==> src/rtl/fetch_sequencer_pkg.sv <==
// Shared definitions for the instruction-fetch block.
//   fs_state_t    : sequencer state encoding (IDLE/LOAD/RUN/HALT)
//   HALT_WORD_ENC : "JMP -1" encoding that terminates RUN
//   NOP_WORD      : value placed in IF/ID on a bubble
//   PC_STEP       : byte increment between sequential fetches
package fetch_sequencer_pkg;

    typedef enum logic [1:0] {
        ST_IDLE = 2'd0,
        ST_LOAD = 2'd1,
        ST_RUN  = 2'd2,
        ST_HALT = 2'd3
    } fs_state_t;

    localparam logic [31:0] HALT_WORD_ENC = 32'hA800FFFF;
    localparam logic [31:0] NOP_WORD      = 32'h0000_0000;
    localparam int unsigned PC_STEP       = 4;

endpackage

==> src/rtl/fetch_sequencer_if_id.sv <==
// IF/ID pipeline register.
//   clk, rst          : clock (rising edge), asynchronous active-low reset
//   flush             : replace contents with a bubble (NOP, valid=0); PC field holds
//   load              : capture instr_d / pc_d and mark valid
//   instr_d, pc_d     : next instruction word and its PC+4
//   if_instr, if_pc   : registered instruction and PC+4 seen by decode
//   if_valid          : 1 = real instruction, 0 = bubble
// With neither flush nor load asserted the register holds (freeze).
module if_id_pipe_reg
    import fetch_sequencer_pkg::*;
#(
    parameter int unsigned N = 32
) (
    input  logic         clk,
    input  logic         rst,
    input  logic         flush,
    input  logic         load,
    input  logic [N-1:0] instr_d,
    input  logic [N-1:0] pc_d,
    output logic [N-1:0] if_instr,
    output logic [N-1:0] if_pc,
    output logic         if_valid
);

    always_ff @(posedge clk or negedge rst) begin
        if (!rst) begin
            if_instr <= '0;
            if_pc    <= '0;
            if_valid <= 1'b0;
        end else if (flush) begin
            if_instr <= N'(NOP_WORD);
            if_valid <= 1'b0;
        end else if (load) begin
            if_instr <= instr_d;
            if_pc    <= pc_d;
            if_valid <= 1'b1;
        end
    end

endmodule

==> src/rtl/fetch_sequencer.sv <==
// Instruction fetch sequencer.
// Owns the single instruction-memory port, sharing it between a streaming program
// loader (writes) and the fetch path (reads), and drives the IF/ID register.
//   clk, rst      : clock (rising edge), asynchronous active-low reset
//   start         : pulse, begin RUN from PC=0 (accepted in IDLE and HALT)
//   ld_valid/ld_data/ld_last/ld_ready : loader beat handshake
//   ld_err        : sticky, the loader wrapped past the last memory word
//   freeze        : hazard stall, hold PC and IF/ID
//   branch_taken/branch_addr : redirect from decode (byte address)
//   imem_addr/imem_we/imem_wdata/imem_rdata : memory port (sync write, comb read)
//   if_instr/if_pc/if_valid : IF/ID register (instruction, PC+4, valid)
//   halted        : sequencer is in HALT
module fetch_sequencer
    import fetch_sequencer_pkg::*;
#(
    parameter int unsigned    N         = 32,
    parameter int unsigned    ADDR_W    = 7,
    parameter int unsigned    DEPTH     = 128,
    parameter logic [N-1:0]   HALT_WORD = N'(HALT_WORD_ENC)
) (
    input  logic              clk,
    input  logic              rst,
    input  logic              start,
    input  logic              ld_valid,
    input  logic [N-1:0]      ld_data,
    input  logic              ld_last,
    output logic              ld_ready,
    output logic              ld_err,
    input  logic              freeze,
    input  logic              branch_taken,
    input  logic [N-1:0]      branch_addr,
    output logic [ADDR_W-1:0] imem_addr,
    output logic              imem_we,
    output logic [N-1:0]      imem_wdata,
    input  logic [N-1:0]      imem_rdata,
    output logic [N-1:0]      if_instr,
    output logic [N-1:0]      if_pc,
    output logic              if_valid,
    output logic              halted
);

    localparam logic [ADDR_W-1:0] LAST_ADDR = ADDR_W'(DEPTH - 1);

    fs_state_t         state;
    logic [N-1:0]      pc;
    logic [ADDR_W-1:0] ld_cnt;
    logic [N-1:0]      pc_plus4;
    logic              ld_accept;
    logic              fetch_go;
    logic              pipe_flush;

    assign pc_plus4 = pc + N'(PC_STEP);

    // Memory port mux: the loader owns the port in IDLE/LOAD, fetch owns it otherwise.
    always_comb begin
        ld_ready   = (state == ST_IDLE) || (state == ST_LOAD);
        imem_we    = ld_ready && ld_valid;
        imem_wdata = ld_data;
        imem_addr  = ld_ready ? ld_cnt : pc[ADDR_W+1:2];
    end

    assign ld_accept = ld_valid && ld_ready;

    // Branch beats freeze; HALT streams bubbles every cycle.
    always_comb begin
        fetch_go   = (state == ST_RUN) && !branch_taken && !freeze;
        pipe_flush = ((state == ST_RUN) && branch_taken) || (state == ST_HALT);
    end

    always_ff @(posedge clk or negedge rst) begin
        if (!rst) begin
            state  <= ST_IDLE;
            pc     <= '0;
            ld_cnt <= '0;
            ld_err <= 1'b0;
            halted <= 1'b0;
        end else begin
            case (state)
                ST_IDLE, ST_LOAD: begin
                    // A loader beat always takes precedence over start.
                    if (ld_accept) begin
                        if (ld_last) begin
                            ld_cnt <= '0;
                            state  <= ST_IDLE;
                        end else if (ld_cnt == LAST_ADDR) begin
                            ld_cnt <= '0;
                            ld_err <= 1'b1;
                            state  <= ST_LOAD;
                        end else begin
                            ld_cnt <= ld_cnt + ADDR_W'(1);
                            state  <= ST_LOAD;
                        end
                    end else if (start && (state == ST_IDLE)) begin
                        state <= ST_RUN;
                        pc    <= '0;
                    end
                end

                ST_RUN: begin
                    if (branch_taken) begin
                        pc <= branch_addr;
                    end else if (!freeze) begin
                        pc <= pc_plus4;
                        // The halt word itself is still issued into IF/ID.
                        if (imem_rdata == HALT_WORD) begin
                            state  <= ST_HALT;
                            halted <= 1'b1;
                        end
                    end
                end

                ST_HALT: begin
                    if (start) begin
                        state  <= ST_RUN;
                        pc     <= '0;
                        halted <= 1'b0;
                    end
                end

                default: begin
                    state  <= ST_IDLE;
                    halted <= 1'b0;
                end
            endcase
        end
    end

    if_id_pipe_reg #(
        .N(N)
    ) u_if_id (
        .clk      (clk),
        .rst      (rst),
        .flush    (pipe_flush),
        .load     (fetch_go),
        .instr_d  (imem_rdata),
        .pc_d     (pc_plus4),
        .if_instr (if_instr),
        .if_pc    (if_pc),
        .if_valid (if_valid)
    );

endmodule

==> config.mk <==
export PLATFORM = sky130hd
export DESIGN_NAME = fetch_sequencer
export DESIGN_NICKNAME = d
export VERILOG_FILES = /design/src/rtl/fetch_sequencer_pkg.sv /design/src/rtl/fetch_sequencer_if_id.sv /design/src/rtl/fetch_sequencer.sv
export SDC_FILE = /design/constraint.sdc
export NUM_CORES = 1
export LEC_CHECK = 0
export ABC_AREA = 0
export BUFFER_PORTS_ARGS = -buffer_cell sky130_fd_sc_hd__buf_4
export CORE_ASPECT_RATIO = 1.1
export CORE_MARGIN = 5
export CORE_UTILIZATION = 50
export CTS_BUF_LIST = sky130_fd_sc_hd__clkbuf_8
export CTS_CLUSTER_SIZE = 40
export DETAILED_ROUTE_END_ITERATION = 10
export PLACE_DENSITY = 0.83
export SLEW_MARGIN = 10
export SYNTH_ARGS = -nofsm -noshare
export SYNTH_HDL_FRONTEND = slang
export SYNTH_SLANG_ARGS = --single-unit
export TNS_END_PERCENT = 5
==> constraint.sdc <==
create_clock -name clk -period 3.61 [get_ports clk]
set_input_delay 0.722 -clock clk [delete_from_list [all_inputs] [get_ports clk]]
set_output_delay 0.722 -clock clk [all_outputs]
set_load 0.02 [all_outputs]
# After elaboration in Yosys (flattened, before gate mapping)
# Index checks and enable logic that the tools add are counted.
word_totals:
  input_bits: 103
  out_inout_bits: 108
  regBits: 108
  word_cells: 70
classes:
  n_addsub: 2
  n_mux: 26
  n_bitwise: 2
  eq_ne: 13
  reduce_logical: 19
ops:
  columns: ["op", "count"]
  rows:
  - ["$mux W32", 7]
  - ["$pmux W32 S3", 1]
  - ["$add A32 B3 Y32 const B", 1]
  - ["$eq A32 B32 Y1 const B", 1]
  - ["$mux W7", 3]
  - ["$mux W2", 6]
  - ["$ne A2 B2 Y1 const B", 5]
  - ["$reduce_and A5 Y1", 2]
  - ["$reduce_and A4 Y1", 2]
  - ["$add A7 B1 Y7 const B", 1]
  - ["$eq A7 B7 Y1 const B", 1]
  - ["$mux W1", 7]
  - ["$ne A3 B3 Y1 const B", 2]
  - ["$pmux W2 S3", 1]
  - ["$logic_and A1 B1 Y1", 5]
  - ["$eq A2 B2 Y1 const B", 2]
  - ["$reduce_and A2 Y1", 2]
  - ["$reduce_bool A2 Y1", 2]
  - ["$eq A2 B1 Y1 const B", 1]
  - ["$logic_not A1 Y1", 2]
  - ["$logic_not A2 Y1", 1]
  - ["$logic_or A1 B1 Y1", 2]
  - ["$ne A2 B1 Y1 const B", 1]
  - ["$not A1 Y1", 2]
  - ["2 further kinds", 2]

# Logic depth before layout (Yosys ltp)
logic_depth:
  word_depth: 5
  mapped_depth: 7
  mapped_depth_nobuf: 6

# Cells and area by module
# Synthesis repeated with hierarchy kept, for this count alone.
hier_totals:
  cells_unflattened: 572
  hier_area_um2: 5944.5
modules_own_cells:
  columns: ["mod", "instances", "area_each_um2", "cells_each", "seq_area_each_um2"]
  rows:
  - ["fetch_sequencer", 1, 3295.7, 396, 1076.0]
  - ["if_id_pipe_reg", 1, 2648.8, 176, 1626.6]

# Worst setup path before layout
# Ideal clock, no wire load.
synth_path:
  path_type: "input to register"
  startpoint: "input port ld_valid"
  endpoint: "register pc[15]"
  n_path_buf: 2
  setup_time_ns: 0.083
  required_time_ns: 3.527
  arrival_ns: 1.866
  cell_stages: 7
  slack_ns: 1.661
  path_cell_list: "nor2_1 > a21oi_1 > a31o_2 > clkbuf_1 > clkbuf_1 > o21ai_0 > o21ai_0"
synth_via:
  elab_chain_len: 3
synth_lines:
  columns: ["item", "line_no", "rtl"]
  rows:
  - ["start, declared", "fetch_sequencer.sv:24", "input logic ld_valid,"]
  - ["$logic_and A1 B1 Y1", "fetch_sequencer.sv:62", "assign ld_accept = ld_valid && ld_ready;"]
  - ["$ne A2 B2 Y1 (no line)", null, null]
  - ["$reduce_and A4 Y1 (no line)", null, null]
  - ["end signal, assigned", "fetch_sequencer.sv:101", "pc <= branch_addr;"]
  - ["end signal, assigned", "fetch_sequencer.sv:103", "pc <= pc_plus4;"]
  - ["end, declared", "fetch_sequencer.sv:45", "logic [N-1:0] pc;"]
# No other way between the ends.
# A chain may end at the register's enable or synchronous reset.

# Worst setup path after layout
layout_path:
  startpoint: "register state[1]"
  endpoint: "register u_if_id.if_pc[6]"
layout_via:
  elab_chain_len: 5
  elab_cells_between_ends: 8
layout_lines:
  columns: ["item", "line_no", "rtl"]
  rows:
  - ["start, declared", "fetch_sequencer.sv:44", "fs_state_t state;"]
  - ["start signal, assigned", "fetch_sequencer.sv:72", "state <= ST_IDLE;"]
  - ["start signal, assigned", "fetch_sequencer.sv:84", "state <= ST_IDLE;"]
  - ["start signal, assigned", "fetch_sequencer.sv:88", "state <= ST_LOAD;"]
  - ["$eq A2 B2 Y1", "fetch_sequencer.sv:66, fetch_sequencer.sv:67", null]
  - ["$logic_and A1 B1 Y1", "fetch_sequencer.sv:67", "pipe_flush = ((state == ST_RUN) && branch_taken) || (state == ST_HALT);"]
  - ["$logic_or A1 B1 Y1", "fetch_sequencer.sv:67", null]
  - ["$not A1 Y1 (no line)", null, null]
  - ["$reduce_and A2 Y1 (no line) *", null, null]
  - ["end signal, assigned", "fetch_sequencer_if_id.sv:35", "if_pc <= pc_d;"]
  - ["end, declared", "fetch_sequencer_if_id.sv:21", "output logic [N-1:0] if_pc,"]
# Every way passes the cells marked *; elsewhere a longest branch is shown, timed or not.

==> results.yml <==
power:
  p_switching_mw: 0.9651
  ir_worst_vdd_v: 0.0002382
  seq_power_share_pct: 49.4
  switching_share_pct: 31.78
  clockPowerShare_pct: 26.4
  p_per_area_nw_per_um2: 447.8
  p_comb_share_pct: 24.2
  p_total_mw: 3.037
  power_leakage_nw: 3.104
  power.internal_mw: 2.071
floorplanning:
  die_w_um: 111.2
  ios: 211
  fp-row-count: 40
  dieArea_um2: 13480
  fp.coreArea_um2: 10960
  die_h_um: 121.3
  start_util_pct: 51.36
cts:
  clock_path_buffers: 2
  htreeDepth: 3
  cts_resized: 0
  cts_buffers: 9
  clockRootBuffer: "clkbuf_8"
  clk_pin_slew_worst_paths_ns: 0.10
  clock-sinks: 108
  cts_tree: "done"
  holdBufCountCts: 0
  post_cts_buffers: 0
  insertion_delay_ns: 0.37
logic_synthesis:
  synth_commonest_cells: "119 x nand2_1, 108 x dfrtp_1, 65 x o21ai_0, 42 x a21oi_1, 34 x clkbuf_1"
  ys_types: 54
  synth_top_area_share_pct: 48.01
  syn-cell-area_um2: 5629
  synth_edf_count: 0
  ys_warn_count: 0
  synth_ff_type: "dfrtp_1"
  synth_nets: 734
  syn-instance-count: 629
  synth_top_cell_by_area: "dfrtp_1"
  synth_area_leaders: "dfrtp_1 48%, nand2_1 7.9%, o21ai_0 5.8%"
  avgSynthCellArea_um2: 8.949
  yosysSeqAreaShare_pct: 48.01
  synth_most_common_cell: "nand2_1"
  synth-seq-cells: 108
  async_flop_share_pct: 100.0
final_layout:
  antenna_cells: 0
  fin_cells: 872
  seq_area_um2: 2703
  area_delta_synth_final_pct: 20.47
  fillerInstances: 915
  layout-drive-gt1-share_pct: 25.93
  final_area_um2: 6782
  final_util_pct: 61.87
  multi_input_area_um2: 2505
  fin_nets: 825
grt:
  grt_max_degree: 74
  grt_pass1_vias: 4972
  use_met3_pct: 3.990
  use_met2_pct: 38.01
  overflow: 0
  use_met1_pct: 25.57
  grt_antenna_before_repair: 0
  grt_use_total_pct: 21.67
  grt.busiest_layer: "met2"
  grt_pass1_wl_mm: 24.06
detailed_routing:
  first_pass_iters: 5
  route.vias.total: 5022
  drc_errors: 0
  via_per_inst: 5.759
  dr.first_iter.drc_count: 272
  drtAntennaViolNets: 0
  wl_per_cell_um: 16.96
  drt-total-wl_mm: 14.79
setup_path:
  worstSetupStartpointType: "flip-flop"
  path_buf_inv: 1
  crit_required_ns: 3.84
  cp_slowest_cell: "or3_2"
  arrival_ns: 2.86
  worst-path-max-fanout: 73
  cp-end-kind: "flip-flop"
  path_cells: "nand2b_1 -> or3_2 -> buf_4 -> nand2_1 -> o21ai_0"
  crit_path_max_incr_delay_ns: 0.92
  crit_family: "simple AND/OR/NAND/NOR gates"
  crit_type: "flip-flop to flip-flop"
placement:
  place_inst: 856
  port-buffer-count: 146
  dp_hpwl_mm: 10.84
  postPlaceCellArea_um2: 6566
  gp_congestion: 0.8845
  dp_slack_ns: 0.8089
timing:
  fmax_mhz: 381.0
  worst_slack_ns: 0.9852
  setup_viol: 0
  timing.final.hold_violations: 0
  rsz0062_at_grt: "no"
  fin_crit_sh_pct: 72.71
  final.min_clock_period_ns: 2.625
  slew_headroom_pct: 25.11
  finalMaxSlewViolations: 0
  skew_ns: 0.006521
  fin_tns_setup_ns: 0
  tightest_slew_ns: 1.123
  whs_ns: 0.3923
flow_run:
  drv_cap: 0
run_status:
  status: "completed"
min_path:
  hold_path_class: "input pin to async pin"
-- worst register-to-register path: stages, from the launching register on --
cell	delay [ns]
dfrtp_1	0.67
nand2b_1	0.24
or3_2	0.92
buf_4	0.48
nand2_1	0.11
o21ai_0	0.09
-- state kept, by name, indices dropped and copies added, names as in the netlist --
name,flops
ld_err,1
ld_cnt,7
u_if_id.if_valid,1
halted,1
u_if_id.if_pc,32
pc,32
u_if_id.if_instr,32
state,2
-- cell type report --
class | instances | area share [%]
clock buffers | 9 | 1.827
clock inverters | 7 | 1.347
inverters | 7 | 0.3875
multi-input cells | 441 | 36.94
flip-flops and latches | 108 | 39.85
well taps | 147 | 2.712
repair buffers | 153 | 16.94
-- final timing paths --
check | start | endpoint | slack [ns] | cells past startpoint
max in group asynchronous | rst | u_if_id.if_pc[25] | 2.38 | 2
max reg2reg | state[1] | u_if_id.if_pc[6] | 0.99 | 5
min reg2reg | pc[1] | u_if_id.if_pc[1] | 0.49 | 2
min in group clk | pc[1] | u_if_id.if_pc[1] | 0.49 | 2
min | rst | pc[8] | 0.39 | 1
max | state[1] | u_if_id.if_pc[6] | 0.99 | 5
-- cells in the final DEF, fill, tap and decap left out, types with 10 or more instances in the layout --
cell,synthesis,final
nand2_1,119,119
o21ai_0,65,65
nand3_1,23,23
xnor2_1,13,13
a21oi_1,42,42
a22oi_1,11,11
nand4_1,13,13
nor3_1,10,10
buf_4,32,153
nor2_1,31,29
dfrtp_1,108,108
xor2_1,16,16
-- per-layer routing --
| metal | up-vias | share of wire (%) | wire [um] |
|---|---|---|---|
| li1 | 2349 | - | - |
| met1 | 2400 | 39 | 5775 |
| met2 | 224 | 50 | 7355 |
| met3 | 49 | 7.3 | 1083 |
| met4 | 0 | 3.9 | 575 |
| met5 | - | 0 | 0 |
-- power by group through the flow --
| stage | logic [mW] | clock network (mW) | registers (mW) |
|---|---|---|---|
| after floorplan | 0.355 | 0 | 1.60 |
| after global placement | 0.727 | 0 | 1.51 |
| after detailed placement | 0.746 | 0 | 1.52 |
| after CTS | 0.746 | 0.816 | 1.50 |
| after global routing | 0.807 | 0.860 | 1.52 |
| final | 0.736 | 0.800 | 1.50 |
-- kinds of logic (layout without fill, tap and decap cells) --
group | count (synthesis) | in the layout | synth area share [%]
simple gates | 242 | 242 | 20.56
compound gates | 157 | 157 | 16.72
flops | 108 | 108 | 48.01
buf+inv | 80 | 176 | 7.602
xor+xnor | 29 | 29 | 4.512
mux | 11 | 11 | 2.156
fa+ha+maj | 2 | 2 | 0.4445
No activity file was read; power rests on OpenSTA's default activity.
